## src/rtl/sdram_mp_arbiter.sv

```systemverilog
// sdram_mp_arbiter: N-port round-robin/fixed-priority front-end for sdram_ctrl,
// splitting each 32-bit master access into two big-endian 16-bit beats.
module sdram_mp_arbiter #(
  parameter int    PORTS    = 4,
  parameter string ARB_MODE = "RR"
) (
  input  logic                  sdram_clk,
  input  logic                  sdram_rst_n,
  input  logic [PORTS-1:0]      req_i,
  input  logic [PORTS-1:0]      we_i,
  input  logic [PORTS*32-1:0]   adr_i,
  input  logic [PORTS*32-1:0]   wdat_i,
  input  logic [PORTS*4-1:0]    sel_i,
  output logic [PORTS-1:0]      ack_o,
  output logic [31:0]           rdat_o,
  output logic [PORTS-1:0]      gnt_o,
  input  logic                  idle_i,
  output logic                  acc_o,
  output logic                  we_o,
  output logic [31:0]           adr_o,
  output logic [15:0]           dat_o,
  output logic [1:0]            sel_o,
  input  logic                  ack_i,
  input  logic [15:0]           dat_i
);
  localparam int IW = PORTS > 1 ? $clog2(PORTS) : 1;
  localparam bit RR = ARB_MODE == "RR";
  typedef enum logic [1:0] {IDLE, BEAT0, BEAT1, RESP} state_t;
  state_t state, state_d;
  logic [IW-1:0] rr, g, win, base, off;
  logic [IW:0] sum;
  logic [PORTS-1:0] rot;
  logic [15:0] wdat_lo, rd_hi;
  logic [1:0] sel_lo;
  logic start;
  // Rotate requests so the scan starts at the pointer, then pick the lowest set bit.
  always_comb begin
    base = RR ? rr : '0;
    rot = PORTS'({req_i, req_i} >> base);
    off = '0;
    for (int i = PORTS - 1; i >= 0; i--) off = rot[i] ? IW'(i) : off;
    sum = {1'b0, base} + {1'b0, off};
    win = IW'(sum >= (IW+1)'(PORTS) ? sum - (IW+1)'(PORTS) : sum);
  end
  always_comb begin
    state_d = state;
    case (state)
      IDLE:    state_d = idle_i && |req_i ? BEAT0 : IDLE;
      BEAT0:   state_d = ack_i ? BEAT1 : BEAT0;
      BEAT1:   state_d = ack_i ? RESP : BEAT1;
      default: state_d = IDLE;
    endcase
  end
  assign start = state == IDLE && state_d == BEAT0;
  always_ff @(posedge sdram_clk or negedge sdram_rst_n)
    if (!sdram_rst_n) state <= IDLE;
    else state <= state_d;
  always_ff @(posedge sdram_clk or negedge sdram_rst_n)
    if (!sdram_rst_n) begin
      rr      <= '0;
      g       <= '0;
      rd_hi   <= '0;
      wdat_lo <= '0;
      sel_lo  <= '0;
      ack_o   <= '0;
      gnt_o   <= '0;
      rdat_o  <= '0;
      acc_o   <= 1'b0;
      we_o    <= 1'b0;
      adr_o   <= '0;
      dat_o   <= '0;
      sel_o   <= '0;
    end else begin
      ack_o <= '0;
      if (start) begin
        g       <= win;
        gnt_o   <= PORTS'(1) << win;
        we_o    <= we_i[win];
        adr_o   <= adr_i[win*32 +: 32] & 32'hFFFF_FFFC;
        dat_o   <= wdat_i[win*32+16 +: 16];
        sel_o   <= sel_i[win*4+2 +: 2];
        wdat_lo <= wdat_i[win*32 +: 16];
        sel_lo  <= sel_i[win*4 +: 2];
        acc_o   <= 1'b1;
      end
      if (state == BEAT0 && ack_i) begin
        rd_hi    <= we_o ? rd_hi : dat_i;
        adr_o[1] <= 1'b1;
        dat_o    <= wdat_lo;
        sel_o    <= sel_lo;
      end
      if (state == BEAT1 && ack_i) begin
        ack_o  <= gnt_o;
        rdat_o <= we_o ? rdat_o : {rd_hi, dat_i};
        acc_o  <= 1'b0;
        we_o   <= 1'b0;
      end
      if (state == RESP) begin
        gnt_o <= '0;
        rr    <= !RR ? rr : int'(g) == PORTS - 1 ? '0 : g + 1'b1;
      end
    end
endmodule

```

## config.mk

```make
export PLATFORM = sky130hd
export DESIGN_NAME = sdram_mp_arbiter
export DESIGN_NICKNAME = d
export VERILOG_FILES = /design/src/rtl/sdram_mp_arbiter.sv
export SDC_FILE = /design/constraint.sdc
export NUM_CORES = 1
export LEC_CHECK = 0
export ABC_CLOCK_PERIOD_IN_PS = 3220
export CAP_MARGIN = 25
export CORE_AREA = 2 2 154 156
export CTS_CLUSTER_SIZE = 8
export DETAILED_ROUTE_END_ITERATION = 8
export DIE_AREA = 0 0 156 158
export DONT_BUFFER_PORTS = 1
export GPL_ROUTABILITY_DRIVEN = 0
export PLACE_DENSITY = 0.54
export SYNTH_ARGS = -nofsm -noshare
export SYNTH_HDL_FRONTEND = slang
export SYNTH_SLANG_ARGS = --single-unit
export TNS_END_PERCENT = 30
```

## constraint.sdc

```tcl
create_clock -name sdram_clk -period 3.22 [get_ports sdram_clk]
set_input_delay 0.644 -clock sdram_clk [delete_from_list [all_inputs] [get_ports sdram_clk]]
set_output_delay 0.644 -clock sdram_clk [all_outputs]
set_load 0.01 [all_outputs]
```

==> out/results.ini, run 1 <==
[run_status]
outcome=finished, violations left
failed_checks=negative hold slack

[cts]
post_cts_resize_count=0
clock_latency_ns=0.43
cts.sink_count=131
path_clk_slew_ns=0.07
post_cts_buffers=0
clock_tree.root_cell=clkbuf_16
h-tree-depth=4
cts_made_buffers=17
cts_tree=done
clock_path_buffers=2

[cells_and_area]
synthesis_to_layout_area_growth_pct=9.731
fill_cells=2360
final_layout_size_suffix_gt1_share_pct=14.34
final_nets=1015
postLayoutCellArea_um2=8381

[placement]
hpwl_after_detailed_placement_mm=16.32
dpl_cell_area_um2=7834
dpl_worst_slack_ns=0.2134
placement.io_buffers=0

[sta]
min_tclk_post_route_ns=2.680
tightestPinTransition_ns=0.9297
maxSlewViolCount=0
final_critical_path_setup_slack_ns=0.5397
finalClockSkew_ns=0.01368
fmaxAchievable_mhz=373.1
slew-limit-headroom_pct=37.95
finalSetupViolCount=0
unrepaired_setup_endpoints_after_global_routing=no
finalHoldViolCount=131
timing.final.crit_share_pct=83.24
fin_hold_ws_ns=-0.07400
setup_total_negative_slack_ns=0

[power]
p_per_area_nw_per_um2=1214
leakage_nw=3.603
max-vdd-ir-drop_uv=1215

[synth]
synth-edff-count=0
synthesis.nets=1051
yosys_register_bits=131
synth_flop_cell=dfrtp_1
post-synth-top-area-cell=dfrtp_1
synth_area_um2=7637
postSynthAreaPerCell_um2=10.21
synth_warnings=0
postSynth.asyncResetShare_pct=100.0
syn_inst=748
synth_sequential_area_ratio_pct=42.92
netlist_top_cells_area=dfrtp_1 (43%), mux2i_1 (15%), mux2_2 (5.9%)
synth_cell_type_count=46
synth_top_cell_area_share_pct=42.92

[critical_path]
worst_ep_required_time_ns=3.47
critical-path-slowest-cell=nor2_2
timing.critical_path.slowest_cell_delay_ns=0.72
timing.critical_path.fanout_max=19
timing.critical_path.from_type=flip-flop
timing_worst_setup_path_type=reg2reg
cp_common_cell=a21oi_1
worstSetupStartpoint=base[1]
reg2reg_from=base[1]
critical_path.cell_chain=nand2_1 -> a21oi_1 -> nor2_1 -> a211oi_1 -> a21oi_1 -> ha_4 -> xnor2_1 -> and4_2 -> nor2_2 -> o211ai_1
end_kind=flip-flop
arrival_ns=2.93
critical-path-top-delay-family=simple AND/OR/NAND/NOR gates
critical_path_buf_inv_count=0

[die]
design.core.area_um2=23050
boundaryPins=392
die_w_um=156
initial_core_util_pct=33.13
chipHeight_um=158
floorplan.rows=56
design.die.area_um2=24650

[detailed_routing]
drt_iter0_markers=359
route.detailed.vias_per_inst=5.678
detailroute.via_count=5769
drt_drc_violations_left=0
drt-total-wl_mm=22.55
ant_nets=0
drt-wirelength-per-cell_um=22.19
drtPass1Iterations=6

[global_routing]
grt_pass1_wl_mm=32.90
track_usage_pct=17.64
grt_antenna_before_repair=1
maximum_number_of_pins_on_one_net_before_global_route_repair=132
via_count_of_the_first_global_routing_pass=5574
grt_overflow=0

[min_path]
hold_class=in2async

[job]
max_cap_violations=0

-- state kept, by name, summed over array words and instances (netlist names) --
| register | cells |
|---|---|
| gnt_o | 4 |
| sel_lo | 2 |
| wdat_lo | 16 |
| acc_o | 1 |
| g | 2 |
| sel_o | 2 |
| base | 2 |
| ack_o | 4 |
| we_o | 1 |
| state | 2 |
| dat_o | 16 |
| rdat_o | 32 |
| rd_hi | 16 |
| adr_o | 31 |
-- worst reg2reg max path, delay by kind of cell, from the launching register on --
kind                     cells  cell delay (ns)
adder cells (fa/ha/maj)      1             0.20
AND/OR/NAND/NOR              4             1.10
XOR/XNOR                     1             0.16
AO/OA/AOI/OAI                4             0.67
flip-flops                   1             0.39
-- per-stage QoR --
| stage | utilization, % | cells | power (mW) | hold slack (ns) |
|---|---|---|---|---|
| after floorplan | - | 748 | 7.304 | 0.3484 |
| after global placement | 33.98 | 983 | 8.358 | 0.3578 |
| after detailed placement | 33.98 | 983 | 8.439 | 0.3582 |
| after CTS | 36.34 | 1015 | 10.28 | -0.09934 |
| after global routing | 36.34 | 1015 | 10.93 | -0.09695 |
| final | 36.35 | 1016 | 10.17 | -0.07400 |
-- final cells by class --
cell class / instances / area [um^2] / share of cell area [%]
Antenna cell: 1 / 2.502 / 0.02986
Clock buffer: 18 / 439.2 / 5.240
Clock inverter: 14 / 105.1 / 1.254
Inverter: 3 / 11.26 / 0.1344
Multi-Input combinational cell: 540 / 3951 / 47.15
Sequential cell: 131 / 3278 / 39.12
Tap cell: 290 / 362.8 / 4.330
Timing Repair Buffer: 19 / 230.2 / 2.747
-- worst paths after layout --
check                                   end  slack (ns)  cells past startpoint
worst max register to register     sel_o[0]        0.54                     10
worst max-delay path               sel_o[0]        0.54                     10
worst min-delay path            wdat_lo[10]       -0.07                      0
max in group asynchronous         adr_o[15]        3.11                      0
worst min register to register    sel_lo[0]        0.49                      2
min in group sdram_clk           rdat_o[10]        0.36                      1
-- report_power, final --
| part | total (mW) | switching, mW | internal [mW] | leakage (nW) |
|---|---|---|---|---|
| clock network | 1.80 | 0.795 | 1.01 | 0.255 |
| logic | 5.07 | 2.87 | 2.20 | 1.73 |
| registers | 3.30 | 0.857 | 2.44 | 1.61 |
-- cells in the final DEF, fill, tap and decap left out, types with 4 or more instances in the layout --
master      count
mux2i_1       117
a21oi_1        23
o311ai_1       49
or4_1          18
mux2_2         40
mux2_1          9
nand2b_1       17
and2_1          4
nand2_1        63
clkinvlp_4      5
dfrtp_1       131
o211ai_1       34
nand3_1         5
buf_12          7
and3_1         19
clkbuf_16      17
buf_4          12
nor2_1         56
o21ai_0        54
-- cells in the mapped netlist, types with 2 or more instances --
cell type    n
dfrtp_1    131
mux2i_1    117
nand2_1     63
nor2_1      57
o21ai_0     54
o311ai_1    49
mux2_2      40
clkbuf_1    38
o211ai_1    34
a21oi_1     23
and3_1      19
or4_1       18
nand2b_1    17
buf_2       15
mux2_1       9
buf_6        8
buf_8        5
nand3_1      5
and2_1       4
buf_4        4
buf_1        3
ha_1         3
inv_1        3
nor3b_2      3
a32o_1       2
nor2b_1      2
nor3_1       2
o21ai_2      2
-- cell families (layout without fill, tap and decap cells) --
kind of cell	after synthesis	in the layout	share of synthesized area, %
flops	131	131	42.92
mux	166	166	22.56
fa+ha+maj	3	3	0.4915
xor+xnor	1	1	0.1147
buf+inv	77	54	5.767
compound gates	170	170	15.12
simple gates	199	199	12.98
other cells	1	2	0.04910
-- layer usage --
metal  track usage (%)  part of all wire, %
met5                 0                    0
met4             4.893                  1.1
met3             5.530                  7.3
met2             28.61                   48
met1             22.75                   44
(Power assumes the default switching activity.)
==> run 2, diff against run 1 <==
--- a/config.mk
+++ b/config.mk
@@ -5,7 +5,7 @@
 export SDC_FILE = /design/constraint.sdc
 export NUM_CORES = 1
 export LEC_CHECK = 0
-export ABC_CLOCK_PERIOD_IN_PS = 3220
+export ABC_CLOCK_PERIOD_IN_PS = 2400
 export CAP_MARGIN = 25
 export CORE_AREA = 2 2 154 156
 export CTS_CLUSTER_SIZE = 8
@@ -13,7 +13,7 @@
 export DIE_AREA = 0 0 156 158
 export DONT_BUFFER_PORTS = 1
 export GPL_ROUTABILITY_DRIVEN = 0
-export PLACE_DENSITY = 0.54
+export PLACE_DENSITY = 0.56
 export SYNTH_ARGS = -nofsm -noshare
 export SYNTH_HDL_FRONTEND = slang
 export SYNTH_SLANG_ARGS = --single-unit
==> constraint.sdc (replaced) <==
create_clock -name sdram_clk -period 2.4 [get_ports sdram_clk]
set_input_delay 0.48 -clock sdram_clk [delete_from_list [all_inputs] [get_ports sdram_clk]]
set_output_delay 0.48 -clock sdram_clk [all_outputs]
set_load 0.01 [all_outputs]
==> run 2 against run 1 <==
The flow finishes with violations (negative hold slack, negative setup slack). Clock power rose by 59%. Global-route usage rose by 1.3 points. Flip-flop and latch count did not move. Setup slack got worse by 0.63 ns. Utilization rose by 2.6 points. Count of clock-buffer cells in the layout rose by 1. Sequential share of layout area fell by 2.6 points. Critical path type unchanged. Critical endpoint is now dat_o[1].
==> out/results.ini, run 2 (synthesized netlist as in run 1, its figures left out) <==
[run_status]
outcome=finished, violations left
failed_checks=negative hold slack, negative setup slack

[sta]
fmaxAchievable_mhz=401.6
maxSlewViolCount=0
min_tclk_post_route_ns=2.490
slew-limit-headroom_pct=42.93
fin_hold_ws_ns=-0.2363
unrepaired_setup_endpoints_after_global_routing=yes
finalClockSkew_ns=0.01358
final_critical_path_setup_slack_ns=-0.09011
tightestPinTransition_ns=0.8560
timing.final.crit_share_pct=103.8
finalHoldViolCount=131
finalSetupViolCount=63

[critical_path]
critical_path.cell_chain=nand2_2 -> a21oi_2 -> nor2_1 -> a211oi_2 -> a21oi_2 -> ha_4 -> xnor2_2 -> buf_4 -> a31oi_4 -> buf_6 -> buf_8 -> nor4_1 -> a211o_1
timing.critical_path.fanout_max=8
timing_worst_setup_path_type=reg2reg
critical_path_buf_inv_count=3
arrival_ns=2.78
timing.rr.end=dat_o[1]
end_kind=flip-flop
cp.depth=13
cp_common_cell=a21oi_2
r2r_setup_slack_ns=-0.09
reg2reg_from=base[1]
timing.critical_path.slowest_cell_delay_ns=0.42
timing.reg2reg.worst_path_depth=13
critical-path-slowest-cell=dfrtp_1
critical-path-top-delay-family=compound AO/OA/AOI/OAI gates
worst_ep_required_time_ns=2.69
timing.critical_path.from_type=flip-flop

[power]
max-vdd-ir-drop_uv=1480
total_switching_power_mw=6.361
internal_cell_power_mw=9.039
clkPwrFrac_pct=18.6
power_frac_comb_pct=52.6
power.switching_fraction_pct=41.30
p_seq_share_pct=28.8
leakage_nw=3.898
p_per_area_nw_per_um2=1715

[placement]
dpl_cell_area_um2=8147
placement.io_buffers=0
hpwl_after_detailed_placement_mm=17.80

[min_path]
hold_class=in2async

[global_routing]
grt_antenna_before_repair=6
track_usage_pct=18.97
grt_overflow=0
grt_pass1_wl_mm=34.85
via_count_of_the_first_global_routing_pass=5696
maximum_number_of_pins_on_one_net_before_global_route_repair=132

[detailed_routing]
drt-total-wl_mm=24.20
drt_drc_violations_left=0
drtPass1Iterations=4
drt_iter0_markers=273
ant_nets=0
detailroute.via_count=5945
drt-wirelength-per-cell_um=22.90
route.detailed.vias_per_inst=5.624

[cts]
clock_tree.root_cell=clkbuf_16
cts_made_buffers=17
path_clk_slew_ns=0.06
cts.sink_count=131
clock_path_buffers=2
cts_tree=done
clock_latency_ns=0.41
h-tree-depth=4

[die]
design.die.area_um2=24650
initial_core_util_pct=33.13
boundaryPins=392
die_w_um=156
floorplan.rows=56
chipHeight_um=158
design.core.area_um2=23050

[cells_and_area]
fill_cells=2293
layout.cells.most_common=dfrtp_1
regMostFlops=rdat_o
synthesis_to_layout_area_growth_pct=17.58
postLayoutCellArea_um2=8980
largest_register_ff_count=32
final_layout_size_suffix_gt1_share_pct=19.74
layout.core_utilization_pct=38.95
final_nets=1050
largestRegisters=rdat_o (32), adr_o (31)
final_cell_mix=dfrtp_1 (131), mux2i_1 (114), nand2_1 (62)

[job]
max_cap_violations=0

run 2: changes by cell type in the layout (fill, tap and decap cells not counted), sizes merged:
cell      delta
clkbuf       +2
clkinvlp     -5
diode        +6
bufinv       +4
inv          +1
clkinv       -1
buf         +34
run 2: final cells by class:
class,instances,area (um^2),area share [%]
inverter,3,11.26,0.1254
clock inverter,13,195.2,2.174
multi-input combinational,540,4016,44.73
antenna,7,17.52,0.1951
clock buffer,19,452.9,5.044
timing repair buffer,54,645.6,7.190
tap,290,362.8,4.041
sequential,131,3278,36.51
run 2: metrics by stage:
stage | hold WS, ns | setup TNS [ns] | setup WS, ns | cells | power (mW)
after detailed placement | 0.1914 | -11.51 | -0.2271 | 1013 | 12.33
after floorplan | 0.1844 | -0.3648 | -0.02470 | 748 | 9.987
after CTS | -0.2664 | -0.2790 | -0.03707 | 1046 | 15.35
after global routing | -0.2646 | -12.66 | -0.2430 | 1056 | 16.50
after global placement | 0.1915 | -12.09 | -0.2379 | 1013 | 12.21
final | -0.2363 | -1.580 | -0.09011 | 1057 | 15.40
run 2: metal layers:
layer | global-route usage, % | routed length [um]
met1 | 23.07 | 9739
met5 | 0 | 0
met2 | 31.02 | 12080
met4 | 7.383 | 472
met3 | 6.488 | 1911
run 2: how the worst max path moves through the flow:
stage / start / to / slack (ns)
6_report: base[1] / dat_o[1] / -0.09
5_1_grt: base[1] / dat_o[1] / -0.24
4_1_cts: base[1] / dat_o[15] / -0.04
3_5_place_dp: req_i[3] / adr_o[14] / -0.23
3_3_place_gp: req_i[3] / dat_o[1] / -0.24
2_1_floorplan: req_i[1] / dat_o[1] / -0.02
run 2: power by group through the flow:
stage | clock network, mW | registers, mW | logic, mW
4_1_cts | 2.95 | 4.44 | 7.96
2_1_floorplan | 0 | 4.10 | 5.88
5_1_grt | 3.06 | 4.57 | 8.87
3_3_place_gp | 0 | 4.45 | 7.76
3_5_place_dp | 0 | 4.46 | 7.86
6_report | 2.86 | 4.43 | 8.11
run 2: worst register-to-register path: stages (launching register included):
cell,delay (ns)
dfrtp_1,0.42
nand2_2,0.07
a21oi_2,0.11
nor2_1,0.06
a211oi_2,0.23
a21oi_2,0.08
ha_4,0.18
xnor2_2,0.14
buf_4,0.14
a31oi_4,0.31
buf_6,0.21
buf_8,0.13
nor4_1,0.05
a211o_1,0.23
run 2: what timing repair did:
| action | CTS | global route |
|---|---|---|
| gates resized for setup | 12 | 23 |
| hold endpoints to repair | 131 | 131 |
| endpoints found under the setup margin | 68 | 72 |
| cloned | 0 | 1 |
| pin swaps | 0 | 5 |
| setup buffers | 1 | 3 |
